### src/rtl/seg7_pkg.sv
// Shared types, constants and segment encoding for the seven-segment display block.
package seg7_pkg;

    localparam int unsigned BIN_W  = 8;
    localparam int unsigned BCD_W  = 12;
    localparam int unsigned DIGITS = 4;

    typedef enum logic [1:0] {
        IDLE = 2'd0,
        CONV = 2'd1,
        LOAD = 2'd2
    } state_t;

    localparam logic [6:0] SEG_BLANK = 7'h7F;
    localparam logic [6:0] SEG_MINUS = 7'h3F;

    // Active-low {g,f,e,d,c,b,a} pattern for a decimal nibble.
    function automatic logic [6:0] nib2seg(input logic [3:0] nib);
        logic [6:0] code;
        case (nib)
            4'd0:    code = 7'h40;
            4'd1:    code = 7'h79;
            4'd2:    code = 7'h24;
            4'd3:    code = 7'h30;
            4'd4:    code = 7'h19;
            4'd5:    code = 7'h12;
            4'd6:    code = 7'h02;
            4'd7:    code = 7'h78;
            4'd8:    code = 7'h00;
            4'd9:    code = 7'h10;
            default: code = SEG_BLANK;
        endcase
        return code;
    endfunction

endpackage

### src/rtl/bin2bcd_seq.sv
// Sequential shift-add-3 binary to BCD converter: 8 shift cycles per conversion.
// done is asserted during the final shift cycle; bcd holds the result from the next cycle on.
module bin2bcd_seq
    import seg7_pkg::*;
(
    input  logic             clk,
    input  logic             resetn,
    input  logic             start,
    input  logic [BIN_W-1:0] bin,
    output logic             done,
    output logic [BCD_W-1:0] bcd
);

    localparam int unsigned SR_W  = BCD_W + BIN_W;
    localparam int unsigned CNT_W = 3;
    localparam logic [CNT_W-1:0] CNT_PENULT = CNT_W'(BIN_W - 2);
    localparam logic [CNT_W-1:0] CNT_LAST   = CNT_W'(BIN_W - 1);

    logic [SR_W-1:0]  sr;
    logic [SR_W-1:0]  adj_c;
    logic [CNT_W-1:0] cnt;
    logic             running;

    function automatic logic [3:0] add3(input logic [3:0] nib);
        return (nib >= 4'd5) ? 4'(nib + 4'd3) : nib;
    endfunction

    // Correct every BCD nibble before the shift.
    always_comb begin
        adj_c = sr;
        for (int i = 0; i < 3; i++) begin
            adj_c[BIN_W + 4*i +: 4] = add3(sr[BIN_W + 4*i +: 4]);
        end
    end

    always_ff @(posedge clk or posedge resetn) begin
        if (resetn) begin
            sr      <= '0;
            cnt     <= '0;
            running <= 1'b0;
            done    <= 1'b0;
        end else begin
            done <= !start && running && (cnt == CNT_PENULT);
            if (start) begin
                sr      <= {BCD_W'(0), bin};
                cnt     <= '0;
                running <= 1'b1;
            end else if (running) begin
                sr  <= SR_W'(adj_c << 1);
                cnt <= CNT_W'(cnt + 1'b1);
                if (cnt == CNT_LAST) begin
                    running <= 1'b0;
                end
            end
        end
    end

    assign bcd = sr[SR_W-1:BIN_W];

endmodule

### src/rtl/seg7_display.sv
// Signed 8-bit value to 4-digit multiplexed common-anode seven-segment display.
// Optional SEG7_LEADING_ZERO_BLANK_EN blanks leading zeros in hundreds/tens.
module seg7_display
    import seg7_pkg::*;
#(
    parameter int unsigned REFRESH_DIV = 50000
) (
    input  logic             clk,
    input  logic             resetn,
    input  logic [BIN_W-1:0] value,
    output logic [6:0]       seg,
    output logic [3:0]       an,
    output logic             busy
);

    localparam int unsigned DIV_W = (REFRESH_DIV > 1) ? $clog2(REFRESH_DIV) : 1;
    localparam logic [DIV_W-1:0] DIV_LAST = DIV_W'(REFRESH_DIV - 1);

    state_t           state;
    state_t           state_nxt;
    logic             start_c;
    logic             pending_c;
    logic [BIN_W-1:0] mag_c;
    logic [BIN_W-1:0] last;
    logic             neg;
    logic             first;
    logic             done;
    logic [BCD_W-1:0] bcd;
    logic             blank_h_c;
    logic             blank_t_c;
    logic [6:0]       ld_c [DIGITS];
    logic [6:0]       dig  [DIGITS];
    logic [DIV_W-1:0] div;
    logic [1:0]       idx;

    assign pending_c = first || (value != last);
    assign mag_c     = value[BIN_W-1] ? BIN_W'(~value + 1'b1) : value;

    bin2bcd_seq u_bin2bcd (
        .clk    (clk),
        .resetn (resetn),
        .start  (start_c),
        .bin    (mag_c),
        .done   (done),
        .bcd    (bcd)
    );

    // Conversion sequencing.
    always_comb begin
        state_nxt = state;
        start_c   = 1'b0;
        case (state)
            IDLE: begin
                if (pending_c) begin
                    state_nxt = CONV;
                    start_c   = 1'b1;
                end
            end
            CONV:    if (done) state_nxt = LOAD;
            LOAD:    state_nxt = IDLE;
            default: state_nxt = IDLE;
        endcase
    end

    always_ff @(posedge clk or posedge resetn) begin
        if (resetn) begin
            state <= IDLE;
            busy  <= 1'b0;
        end else begin
            state <= state_nxt;
            busy  <= (state_nxt != IDLE);
        end
    end

    always_ff @(posedge clk or posedge resetn) begin
        if (resetn) begin
            last  <= '0;
            neg   <= 1'b0;
            first <= 1'b1;
        end else if (start_c) begin
            last  <= value;
            neg   <= value[BIN_W-1];
            first <= 1'b0;
        end
    end

`ifdef SEG7_LEADING_ZERO_BLANK_EN
    assign blank_h_c = (bcd[11:8] == 4'd0);
    assign blank_t_c = blank_h_c && (bcd[7:4] == 4'd0);
`else
    assign blank_h_c = 1'b0;
    assign blank_t_c = 1'b0;
`endif

    // Segment patterns latched into the digit registers on LOAD.
    always_comb begin
        ld_c[3] = neg ? SEG_MINUS : SEG_BLANK;
        ld_c[2] = blank_h_c ? SEG_BLANK : nib2seg(bcd[11:8]);
        ld_c[1] = blank_t_c ? SEG_BLANK : nib2seg(bcd[7:4]);
        ld_c[0] = nib2seg(bcd[3:0]);
    end

    always_ff @(posedge clk or posedge resetn) begin
        if (resetn) begin
            for (int i = 0; i < DIGITS; i++) begin
                dig[i] <= SEG_BLANK;
            end
        end else if (state == LOAD) begin
            for (int i = 0; i < DIGITS; i++) begin
                dig[i] <= ld_c[i];
            end
        end
    end

    // Digit scan: an and seg follow the index on the same edge.
    always_ff @(posedge clk or posedge resetn) begin
        if (resetn) begin
            div <= '0;
            idx <= '0;
            an  <= 4'hF;
            seg <= SEG_BLANK;
        end else begin
            if (div == DIV_LAST) begin
                div <= '0;
                idx <= 2'(idx + 1'b1);
            end else begin
                div <= DIV_W'(div + 1'b1);
            end
            an  <= ~(4'b0001 << idx);
            seg <= dig[idx];
        end
    end

endmodule

### config.mk
export PLATFORM = sky130hd
export DESIGN_NAME = seg7_display
export DESIGN_NICKNAME = d
export VERILOG_FILES = /design/src/rtl/seg7_pkg.sv /design/src/rtl/bin2bcd_seq.sv /design/src/rtl/seg7_display.sv
export SDC_FILE = /design/constraint.sdc
export NUM_CORES = 1
export LEC_CHECK = 0
export CORE_MARGIN = 4
export CORE_UTILIZATION = 35
export CTS_CLUSTER_SIZE = 25
export DETAILED_ROUTE_END_ITERATION = 16
export GPL_TIMING_DRIVEN = 0
export HOLD_SLACK_MARGIN = 0.1
export PLACE_DENSITY = 0.56
export SLEW_MARGIN = 10
export SYNTH_ARGS = -nofsm -noshare
export SYNTH_HDL_FRONTEND = slang
export SYNTH_SLANG_ARGS = --single-unit
### constraint.sdc
create_clock -name clk -period 6.3 [get_ports clk]
set_input_delay 1.26 -clock clk [delete_from_list [all_inputs] [get_ports clk]]
set_output_delay 1.26 -clock clk [all_outputs]
set_load 0.01 [all_outputs]
=== Yosys cells after proc, flatten, opt, wreduce, memory -nomap -nowiden ===
Memory sizes are Yosys's and may differ from the RTL's. A register that Yosys moved wholly into a read port is not among the register bits.
Index checks and enable logic that the tools add are counted.

* Bits in registers: 74
* Latch bits: 0
* Memory bits (writable): 0
* Bits in read-only memories: 336
* Word-level logic and storage cells: 66
* Memories kept: 3

{| class="wikitable"
|+ Memories
! memory !! depth !! bits a word !! rd ports !! clocked after memory_dff !! wr ports !! line !! text
|-
| (no name shown) || 16 || 7 || 1 || 1 || 0 || seg7_pkg.sv:20 || <nowiki>case (nib)</nowiki>
|-
| (no name shown) || 16 || 7 || 1 || 1 || 0 || seg7_pkg.sv:20 ||
|-
| (no name shown) || 16 || 7 || 1 || 1 || 0 || seg7_pkg.sv:20 ||
|}

* Add/sub/neg operators: 7
* $mul: 0
* Divide/modulo/power cells: 0
* Magnitude comparators: 4
* Eq/ne operators: 6
* Shifts and indexed selects: 1
* Muxes and demuxes: 21
* Bitwise operators: 3
* Reduce and logical (&&, ||, !) cells: 7

{| class="wikitable"
|+ Operators with widths
! operator !! count
|-
| $mux 20 || 2
|-
| $mux 7 || 3
|-
| $add 16x1->16 const B || 1
|-
| $eq 16x16->1 const B || 1
|-
| $mux 16 || 1
|-
| $bmux 7 s2 || 1
|-
| $ge 4x3->1 const B || 3
|-
| $mux 3 || 3
|-
| $add 4x2->4 const B || 2
|-
| $add 8x1->8 const B || 1
|-
| $mux 4 || 2
|-
| $mux 8 || 1
|-
| $ne 8x8->1 || 1
|-
| $not 8->8 || 1
|-
| $eq 3x3->1 const B || 2
|-
| $mux 1 || 5
|-
| $mux 2 || 2
|-
| $not 4->4 || 1
|-
| $pmux 2 s2 || 1
|-
| $reduce_bool 2->1 || 2
|-
| $shl 1x2->4 const A || 1
|-
| $add 3x1->3 const B || 1
|-
| $add 3x2->3 const B || 1
|-
| $ge 3x3->1 const B || 1
|-
| other kinds (8) || 9
|}

=== Depth between registers and ports, before layout ===
Gate-level depths: netlist of the first run.

* Depth after elaboration: 7
* Depth in mapped cells: 7

=== Modules after synthesis ===
From an unflattened synthesis of the first run, not the netlist that was laid out.

* Cell total of the unflattened synthesis: 466
* Area, all modules: 4752.1 µm²

{| class="wikitable"
|+ By module, submodules not included
! module !! instances !! cells an instance !! area an instance (µm²) !! sequential area each (µm²)
|-
| seg7_display || 1 || 331 || 3390.8 || 1619.1
|-
| bin2bcd_seq || 1 || 135 || 1361.3 || 625.6
|}

=== Least setup slack after synthesis of the first run ===
No wires, ideal clock.

* Path type: input-to-reg
* Start: in value[2]
* End: reg u_bin2bcd.running
* Arrival time: 2.383 ns
* Path slack: 3.799 ns
* Cell stages on the path: 6
* Buffers on the path: 2
* Cell sequence: buf_6 xor2_1 nor4_2 a311oi_4 buf_6 a21o_1

* Cells in the longest elaborated chain, start to end: 5

{| class="wikitable"
|+ Ends and longest elaborated chain
! element !! line !! text
|-
| start, declared || seg7_display.sv:10 || <nowiki>input logic [BIN_W-1:0] value,</nowiki>
|-
| $ne 8x8->1 || seg7_display.sv:36 || <nowiki>assign pending_c = first || (value != last);</nowiki>
|-
| $logic_or 1x1->1 || seg7_display.sv:36 ||
|-
| $mux 1 || seg7_display.sv:54 || <nowiki>if (pending_c) begin</nowiki>
|-
| $mux 1 || seg7_display.sv:52 || <nowiki>case (state)</nowiki>
|-
| $mux 1 || bin2bcd_seq.sv:44 || <nowiki>if (start) begin</nowiki>
|-
| end signal, assigned || bin2bcd_seq.sv:40 || <nowiki>running <= 1'b0;</nowiki>
|-
| end signal, assigned || bin2bcd_seq.sv:47 || <nowiki>running <= 1'b1;</nowiki>
|-
| end signal, assigned || bin2bcd_seq.sv:52 || <nowiki>running <= 1'b0;</nowiki>
|-
| end, declared || bin2bcd_seq.sv:22 || <nowiki>logic running;</nowiki>
|}

No other way between the ends.
A chain may end at the register's enable or synchronous reset.

=== Worst setup path after layout of the first run ===
* Start: in value[0]
* End: reg u_bin2bcd.done

* Cells in the longest elaborated chain, start to end: 7

{| class="wikitable"
|+ Ends and longest elaborated chain
! element !! line !! text
|-
| $ne 8x8->1 || seg7_display.sv:36 ||
|-
| $logic_or 1x1->1 || seg7_display.sv:36 ||
|-
| $mux 1 || seg7_display.sv:54 ||
|-
| $mux 1 || seg7_display.sv:52 ||
|-
| $logic_not 1->1 || bin2bcd_seq.sv:43 || <nowiki>done <= !start && running && (cnt == CNT_PENULT);</nowiki>
|-
| $logic_and 1x1->1 (2 in series) || bin2bcd_seq.sv:43 ||
|-
| end signal, assigned || bin2bcd_seq.sv:43 ||
|-
| end, declared || bin2bcd_seq.sv:10 || <nowiki>output logic done,</nowiki>
|}

No other way between the ends.

==> flow_summary_export.csv, run 1 <==
group,metric,value,unit
run_status,status,"completed",
clock_tree,clkSlewWorstSetupHoldPaths,60,ps
floorplan,die_w,123,um
floorplan,row_count,41,
sta,final-setup-viol-count,0,
detailed_routing,dr.pass1.iters,4,
worst_setup_path,critical_path.startpoint_type,"input pin",
synth,yosysWarningCount,0,
grt,antenna_found_initial,0,
worst_setup_path,required,6520,ps
clock_tree,cts_hold_buf,0,
layout,areaGrowthSynthToFinish,16.0,%
sta,tightest_slew,689,ps
pwr,finalPower,2.51,mW
worst_setup_path,crit_chain,"clkdlybuf4s50_1, xor2_1, nor4_2, a311oi_4, buf_4, nor2_1",
pwr,p_int,1.60,mW
synth,synth_most_common_cell,"nor2_1",
sta,grt_setup_unrepaired,"no",
min_path,hold_path_class,"register to register",
grt,grtUsageTotal,12.9,%
layout,nNetsFinal,516,
sta,setup_tns,0,ps
sta,maxSlewViolCount,0,
synth,synth_cell_type_count,43,
pwr,power_density,468,nW/um^2
synth,yosysSeqAreaShare,48.5,%
clock_tree,root_buffer,"clkbuf_16",
placed_design,gp_congestion,0.808,
clock_tree,cts_tree,"done",
placed_design,portBuffers,19,
sta,hold_viol,0,
layout,fin_cells,659,
pwr,switching_share,36.4,%
placed_design,pre_cts_ws,3150,ps
sta,setup_slack,3530,ps
floorplan,fp.dieH,123,um
synth,synthCells,451,
detailed_routing,via_count,3150,
run,drv_cap,0,
floorplan,dieArea,15100,um^2
worst_setup_path,worst_path_largest_cell_delay,600,ps
floorplan,io_pins,22,
synth,synth_seq_cells,88,
detailed_routing,met3RoutedLength,284,um
synth,syn_area,4620,um^2
placed_design,dpl.hpwl,6.43,mm
synth,synth_nets,485,
synth,yosys.area.top_type,"dfrtp_1",
sta,whs,451,ps
sta,fin_crit_sh,44.0,%
pwr,combPwrFrac,40.5,%
layout,final.fill_count,1252,
clock_tree,clock-sinks,88,
clock_tree,postCtsResizedCells,0,
clock_tree,cts_buffers,9,
detailed_routing,routed_via_density,4.78,
synth,avgSynthCellArea,10.3,um^2
synth,synth.top_cells.by_area,"dfrtp_1, dfstp_2, ha_1",
sta,fin_skew,9.28,ps
worst_setup_path,cp-end-kind,"register",
sta,finalCriticalPeriod,2770,ps
clock_tree,htree_levels,3,
pwr,p_seq_share,38.0,%
placed_design,place_inst,643,
synth,synth_common_cells,"nor2_1, dfrtp_1, nand2_1",
detailed_routing,drt-wirelength-per-cell,13.2,um
worst_setup_path,cpLargestDelayFamily,"buffers and inverters",
pwr,power.switching,914,uW
detailed_routing,dr.first_iter.drc_count,108,
synth,synth_top_cell_area_share,29.2,%
detailed_routing,postRouteAntennaNets,0,
floorplan,coreArea,12800,um^2
worst_setup_path,worst_ep_arrival_time,2990,ps
layout,antennaDiodeCount,0,
detailed_routing,met2_length,4.25,mm
sta,fmax,0.360,GHz
grt,grt_max_degree,52,
layout,layout-drive-gt1-share,16.2,%
clock_tree,clk_path_buf_depth,2,
detailed_routing,drt-total-wl,8.71,mm
grt,grt_overflow,0,
detailed_routing,drc,0,
worst_setup_path,critPathMaxFanout,10,
clock_tree,clk_latency,340,ps
worst_setup_path,path_class,"input pin to register",
floorplan,start_util,36.2,%
detailed_routing,met1_length,4.03,mm
detailed_routing,top_layer_used,"met4",
sta,slew-limit-headroom,54.1,%
clock_tree,postCtsSetupBuffers,0,
synth,synth_edf_count,0,
pwr,vdd_drop_max,0.000171,V
pwr,p_leak,2.32,nW
synth,async_flop_share,100,%
pwr,power.share.clock,21.5,%
grt,first_global_vias,3214,
grt,grt_pass1_wl,15.4,mm
worst_setup_path,worst_path_max_delay_cell,"clkdlybuf4s50_1",
worst_setup_path,cp.buffers_inverters,2,
synth,synthFlopType,"dfrtp_1",
==> placed cells by master (no fill, tap or decap), drive strengths merged, types with 2 or more instances in the layout <==
| master | count |
|---|---|
| clkdlybuf4s50 | 19 |
| o211ai | 2 |
| xor2 | 17 |
| and2 | 2 |
| nand4 | 4 |
| dfstp | 34 |
| nor3 | 7 |
| mux2 | 9 |
| nor2 | 55 |
| nor2b | 6 |
| nor4b | 2 |
| o22a | 3 |
| nand2b | 9 |
| clkbuf | 24 |
| nand3b | 2 |
| buf | 8 |
| clkinv | 4 |
| a21o | 3 |
| xnor2 | 17 |
| mux2i | 25 |
| o21ai | 24 |
| o31ai | 7 |
| dfrtp | 54 |
| nand3 | 13 |
| a31oi | 4 |
| o22ai | 5 |
| inv | 27 |
| ha | 24 |
| a211oi | 7 |
| a21oi | 25 |
| nand2 | 39 |
==> worst paths after layout <==
check	startpoint	depth (start not counted)	slack, ps	to
worst max-delay path	value[0]	6	3530	u_bin2bcd.done
worst min-delay path	u_bin2bcd.done	1	450	state[0]
worst max register to register	u_bin2bcd.sr[17]	7	4560	u_bin2bcd.sr[18]
worst min register to register	u_bin2bcd.done	1	450	state[0]
max in group asynchronous	resetn	3	4330	seg[0]
min in group asynchronous	resetn	2	1320	last[5]
==> stage by stage <==
step	area, um^2	utilization (%)
final	5370	42.0
after global routing	5370	42.0
after CTS	5370	42.0
after detailed placement	5060	39.6
after global placement	5030	39.4
after floorplan	4620	-
==> registers in the layout, summed over array words and instances, names as in the netlist <==
name / flops
busy: 1
last: 8
u_bin2bcd.sr: 20
u_bin2bcd.cnt: 3
state: 2
u_bin2bcd.done: 1
idx: 2
seg: 7
first: 1
an: 4
u_bin2bcd.running: 1
dig: 22
div: 16
==> power by group through the flow <==
stage	combinational (mW)	clock [mW]	sequential [mW]
2_1_floorplan	0.784	0	0.936
3_3_place_gp	0.998	0	0.959
3_5_place_dp	1.03	0	0.967
4_1_cts	1.03	0.560	0.958
5_1_grt	1.15	0.584	0.987
6_report	1.02	0.541	0.954
==> worst reg2reg max path, cell delays in order (launching register included) <==
cell	delay [ps]
dfrtp_1	480
inv_1	140
ha_1	210
nand2b_1	150
a21oi_1	270
mux2i_1	220
mux2i_1	90
nor2_1	100
==> layout make-up <==
type | instances | area (um^2) | share of cell area (%)
sequential | 88 | 2240 | 41.8
multi-input combinational | 316 | 2170 | 40.4
tap | 172 | 215 | 4.01
clock buffer | 10 | 239 | 4.45
timing repair buffer | 20 | 218 | 4.06
buffer | 21 | 114 | 2.12
clock inverter | 6 | 66.3 | 1.24
inverter | 26 | 100 | 1.87
==> logic make-up (layout without fill, tap and decap cells) <==
| kind of cell | after synthesis | after routing | share of synthesized area, % |
|---|---|---|---|
| adder cells (fa/ha/maj) | 24 | 24 | 6.49 |
| AO/OA/AOI/OAI | 82 | 82 | 11.3 |
| XOR/XNOR | 34 | 34 | 6.44 |
| flip-flops | 88 | 88 | 48.5 |
| multiplexers | 35 | 35 | 8.09 |
| AND/OR/NAND/NOR | 141 | 141 | 14.6 |
| buffers and inverters | 47 | 83 | 4.57 |
==> layer usage <==
metal,vias to the layer above,track usage (%)
met5,-,0
met4,0,4.41
met3,10,3.61
met2,39,21.6
met1,1509,16.1
li1,1592,-
Power figures use the tool's default switching activity.
==> run 2: changes to the inputs <==
--- a/config.mk
+++ b/config.mk
@@ -11,7 +11,7 @@
 export DETAILED_ROUTE_END_ITERATION = 16
 export GPL_TIMING_DRIVEN = 0
 export HOLD_SLACK_MARGIN = 0.1
-export PLACE_DENSITY = 0.56
+export PLACE_DENSITY = 0.58
 export SLEW_MARGIN = 10
 export SYNTH_ARGS = -nofsm -noshare
 export SYNTH_HDL_FRONTEND = slang
==> constraint.sdc (replaced) <==
create_clock -name clk -period 2.55 [get_ports clk]
set_input_delay 0.51 -clock clk [delete_from_list [all_inputs] [get_ports clk]]
set_output_delay 0.51 -clock clk [all_outputs]
set_load 0.01 [all_outputs]
==> run 2 against run 1 <==
Clock-buffer cell count is 1 lower. Core utilization is 0.098 points higher. Via count is 0.60% lower. Clock skew is 1.6 ps lower. Global-route usage hardly changed. Sequential share of layout area is 0.097 points lower. Sequential cell count stayed put. Final area is 0.23% higher. Highest routed layer unchanged.
==> flow_summary_export.csv, run 2 (synthesis gave the netlist of run 1 again) <==
group,metric,value,unit
worst_setup_path,cpLargestDelayFamily,"buffers and inverters",
layout,areaGrowthSynthToFinish,16.3,%
detailed_routing,dr.pass1.iters,4,
pwr,p_seq_share,38.1,%
worst_setup_path,worst_path_largest_cell_delay,600,ps
sta,slew-limit-headroom,52.3,%
worst_setup_path,path_class,"input pin to register",
floorplan,start_util,36.2,%
detailed_routing,routed_via_density,4.74,
sta,final-setup-viol-count,0,
clock_tree,htree_levels,3,
detailed_routing,postRouteAntennaNets,0,
worst_setup_path,cp-end-kind,"register",
sta,finalCriticalPeriod,2020,ps
detailed_routing,drt-wirelength-per-cell,13.4,um
floorplan,io_pins,22,
detailed_routing,drc,0,
worst_setup_path,critPathMaxFanout,10,
clock_tree,cts_tree,"done",
pwr,switching_share,36.5,%
pwr,p_leak,2.31,nW
detailed_routing,via_count,3131,
clock_tree,root_buffer,"clkbuf_16",
layout,layout_common_cells,"nor2_1, dfrtp_1, nand2_1",
pwr,vdd_drop_max,0.000527,V
pwr,power.share.clock,21.4,%
layout,seqCellArea,2240,um^2
worst_setup_path,rrSetupSlack,810,ps
worst_setup_path,worst_path_max_delay_cell,"clkdlybuf4s50_1",
grt,grt_pass1_wl,15.5,mm
layout,largest_reg_flops,22,
placed_design,gp_congestion,0.815,
pwr,power_density,1150,nW/um^2
floorplan,dieArea,15100,um^2
layout,nNetsFinal,517,
grt,grt-busiest-layer,"met2",
clock_tree,clock-sinks,88,
pwr,combPwrFrac,40.5,%
grt,use_met3,3.25,%
grt,antenna_found_initial,0,
clock_tree,clkSlewWorstSetupHoldPaths,60,ps
clock_tree,cts_hold_buf,0,
sta,hold_viol,0,
worst_setup_path,critical_path.startpoint_type,"input pin",
sta,maxSlewViolCount,0,
layout,antennaDiodeCount,0,
worst_setup_path,required,2760,ps
layout,layout-drive-gt1-share,16.4,%
detailed_routing,dr.first_iter.drc_count,146,
sta,grt_setup_unrepaired,"no",
layout,top_regs,"dig x22, u_bin2bcd.sr x20, div x16",
floorplan,die_w,123,um
grt,grtUsageTotal,12.9,%
layout,top_register,"dig",
floorplan,fp.dieH,123,um
grt,grt_max_degree,36,
sta,fin_skew,7.72,ps
clock_tree,cts_buffers,9,
run,drv_cap,0,
clock_tree,clk_path_buf_depth,2,
clock_tree,clk_latency,340,ps
sta,tightest_slew,713,ps
pwr,p_int,3.93,mW
sta,fmax,0.494,GHz
worst_setup_path,worst_ep_arrival_time,2240,ps
grt,grt_overflow,0,
detailed_routing,drt-total-wl,8.82,mm
grt,first_global_vias,3206,
grt,grt_use_met2,20.8,%
layout,multi_input_area,2170,um^2
placed_design,portBuffers,19,
layout,mostFrequentLayoutCell,"nor2_1",
sta,fin_crit_sh,79.3,%
run_status,status,"completed",
floorplan,row_count,41,
worst_setup_path,cp.buffers_inverters,2,
clock_tree,postCtsSetupBuffers,0,
placed_design,dpl.hpwl,6.51,mm
sta,setup_tns,0,ps
pwr,power.switching,2.26,mW
worst_setup_path,crit_chain,"clkdlybuf4s50_1, xor2_1, nor4_2, a311oi_4, buf_4, nor2_1",
floorplan,coreArea,12800,um^2
min_path,hold_path_class,"input pin to register",
pwr,finalPower,6.19,mW
layout,final.fill_count,1228,
clock_tree,postCtsResizedCells,0,
grt,grt_use_met1,17.4,%
[run 2: cell type report]
| class | count | share of cell area [%] |
|---|---|---|
| Sequential cell | 88 | 41.7 |
| Multi-Input combinational cell | 316 | 40.3 |
| Timing Repair Buffer | 21 | 4.28 |
| Clock buffer | 9 | 4.19 |
| Inverter | 26 | 1.88 |
| Buffer | 21 | 2.12 |
| Clock inverter | 7 | 1.47 |
| Tap cell | 172 | 4.00 |
[run 2: layer usage]
layer / routed length [um] / vias up
met5: 0 / -
met4: 91 / 0
met2: 4170 / 38
met3: 264 / 7
met1: 4290 / 1495
li1: - / 1591
[run 2: through the flow]
step / utilization [%] / worst slack, ps / std cells / hold slack, ps / area [um^2]
floorplan: - / 799 / 451 / 432 / 4630
global placement: 39.4 / 48.1 / 642 / 439 / 5030
detailed placement: 39.7 / 148 / 644 / 452 / 5070
CTS: 42.1 / 502 / 660 / 434 / 5380
global route: 42.1 / 411 / 660 / 434 / 5380
finish: 42.1 / 527 / 660 / 442 / 5380
[run 2: path summary, 6_finish.rpt]
kind,depth (start not counted),to,from
worst min-delay path,2,last[2],value[2]
worst min register to register,1,state[0],u_bin2bcd.done
worst max-delay path,6,u_bin2bcd.done,value[0]
min in group asynchronous,2,u_bin2bcd.sr[12],resetn
worst max register to register,7,u_bin2bcd.sr[18],u_bin2bcd.sr[17]
max in group asynchronous,3,first,resetn
[run 2: power by group through the flow]
stage / logic [mW] / registers (mW) / clock network [mW]
detailed placement: 2.53 / 2.39 / 0
floorplan: 1.94 / 2.31 / 0
finish: 2.51 / 2.36 / 1.32
global route: 2.88 / 2.43 / 1.42
CTS: 2.54 / 2.37 / 1.37
global placement: 2.47 / 2.37 / 0
==> run 3: changes to the inputs <==
==> constraint.sdc (replaced) <==
create_clock -name clk -period 1.63 [get_ports clk]
set_input_delay 0.326 -clock clk [delete_from_list [all_inputs] [get_ports clk]]
set_output_delay 0.326 -clock clk [all_outputs]
set_load 0.01 [all_outputs]
==> run 3 against run 2 <==
The run now ends with setup timing left. Critical path depth fell by 2. Clock power up 57%. Hold slack worse by 170 ps. Clock skew is 0.90 ps higher. Setup slack got worse by 580 ps. Critical path type is now register to register.
==> flow_summary_export.csv, run 3 (synthesis gave the netlist of run 1 again) <==
group,metric,value,unit
placed_design,pre_cts_ws,-588,ps
pwr,vdd_drop_max,0.000829,V
clock_tree,clk_path_buf_depth,2,
floorplan,die_w,123,um
worst_setup_path,required,1860,ps
floorplan,io_pins,22,
sta,finalCriticalPeriod,1680,ps
run_status,violations,"setup timing",
detailed_routing,dr.pass1.iters,4,
clock_tree,root_buffer,"clkbuf_16",
clock_tree,clock-sinks,88,
sta,fmax,0.596,GHz
detailed_routing,drc,0,
clock_tree,htree_levels,3,
sta,final-setup-viol-count,9,
layout,mostFrequentLayoutCell,"nor2_1",
detailed_routing,dr.first_iter.drc_count,131,
sta,tightest_slew,695,ps
floorplan,row_count,41,
layout,top_regs,"dig x22, u_bin2bcd.sr x20, div x16",
placed_design,portBuffers,19,
grt,grt_pass1_wl,15.8,mm
grt,grtUsageTotal,13.1,%
sta,maxSlewViolCount,0,
placed_design,dpl.hpwl,6.51,mm
placed_design,place_inst,644,
clock_tree,cts_buffers,9,
sta,hold_viol,0,
layout,seqCellArea,2250,um^2
floorplan,coreArea,12800,um^2
floorplan,fp.dieH,123,um
detailed_routing,postRouteAntennaNets,0,
layout,largest_reg_flops,22,
pwr,finalPower,9.95,mW
worst_setup_path,critical_path.startpoint_type,"register",
grt,grt_overflow,0,
detailed_routing,via_count,3220,
layout,final.fill_count,1225,
worst_setup_path,path_class,"register to register",
grt,antenna_found_initial,0,
sta,grt_setup_unrepaired,"yes",
run_status,status,"complete, but fails checks",
sta,slew-limit-headroom,53.6,%
layout,fin_cells,674,
clock_tree,cts_tree,"done",
layout,antennaDiodeCount,0,
worst_setup_path,critPathLaunch,"div[7]",
detailed_routing,routed_via_density,4.78,
floorplan,start_util,36.2,%
worst_setup_path,worst_ep_arrival_time,1910,ps
worst_setup_path,critPathMaxFanout,5,
grt,grt_max_degree,36,
worst_setup_path,r2r-start,"div[7]",
layout,top_register,"dig",
layout,areaGrowthSynthToFinish,20.6,%
worst_setup_path,cp-end-kind,"register",
layout,nNetsFinal,531,
layout,layout_common_cells,"nor2_1, dfrtp_1, nand2_1",
pwr,p_leak,2.46,nW
pwr,power_density,1780,nW/um^2
detailed_routing,drt-total-wl,9.00,mm
placed_design,gp_congestion,0.815,
min_path,hp-start,"value[2]",
sta,setup_slack,-48.6,ps
sta,fin_skew,8.62,ps
floorplan,dieArea,15100,um^2
layout,layout-drive-gt1-share,24.9,%
detailed_routing,drt-wirelength-per-cell,13.4,um
min_path,hold_path_class,"input pin to register",
layout,multi_input_area,2260,um^2
clock_tree,clkSlewWorstSetupHoldPaths,70,ps
run,drv_cap,0,
grt,first_global_vias,3277,
clock_tree,clk_latency,340,ps
sta,fin_crit_sh,103,%
run 3: changes by cell type in the layout (fill, tap and decap cells not counted), moves of 6 or more:
| cell | before | now |
|---|---|---|
| clkbuf_1 | 14 | 8 |
| clkdlybuf4s50_1 | 19 | 2 |
| buf_4 | 1 | 15 |
| dlygate4sd2_1 | 0 | 15 |
run 3: worst paths after layout:
path | slack, ps | end | cells after the start
setup / recovery | -50 | div[9] | 4
hold / removal | 270 | last[2] | 2
setup reg to reg | -50 | div[9] | 4
hold reg to reg | 470 | state[0] | 1
max in group asynchronous | 520 | first | 3
min in group asynchronous | 460 | u_bin2bcd.sr[7] | 2
run 3: report_power, final:
part / internal (mW) / switching, mW
Combinational: 1.95 / 2.21
Sequential: 3.17 / 0.553
Clock: 1.20 / 0.868
run 3: critical path, cell delays in order (launching register included):
cell and delay [ps]:
dfrtp_1 390, or4b_4 550, nor4b_4 370, buf_4 220
nor2_1 50
run 3: metrics by stage:
step | hold slack [ps] | utilization, % | area (um^2) | TNS [ps]
2_1_floorplan | 432 | - | 4630 | 0
3_3_place_gp | 439 | 39.4 | 5030 | -62160
3_5_place_dp | 452 | 39.7 | 5070 | -13980
4_1_cts | 250 | 42.7 | 5460 | -284
5_1_grt | 260 | 43.7 | 5580 | -1420
6_report | 268 | 43.7 | 5580 | -333
run 3: routing by layer:
layer | vias up | routed length (um) | track usage [%]
li1 | 1618 | - | -
met1 | 1563 | 4300 | 17.4
met2 | 31 | 4350 | 21.5
met3 | 8 | 243 | 3.25
met4 | 0 | 105 | 3.57
met5 | - | 0 | 0
run 3: final cells by class:
cell class,count,share of cell area [%]
clock inverter,7,1.41
sequential,88,40.4
buffer,20,2.15
timing repair buffer,36,5.90
inverter,26,1.82
tap,172,3.86
clock buffer,9,4.04
multi-input combinational,316,40.5
run 3: what timing repair did:
action	in CTS	in global routing
endpoints found under the setup margin	45	55
cloned	1	0
hold buffers	0	0
setup buffers	9	8
gates resized for setup	28	29
pin swaps	11	5
hold endpoints to repair	0	0
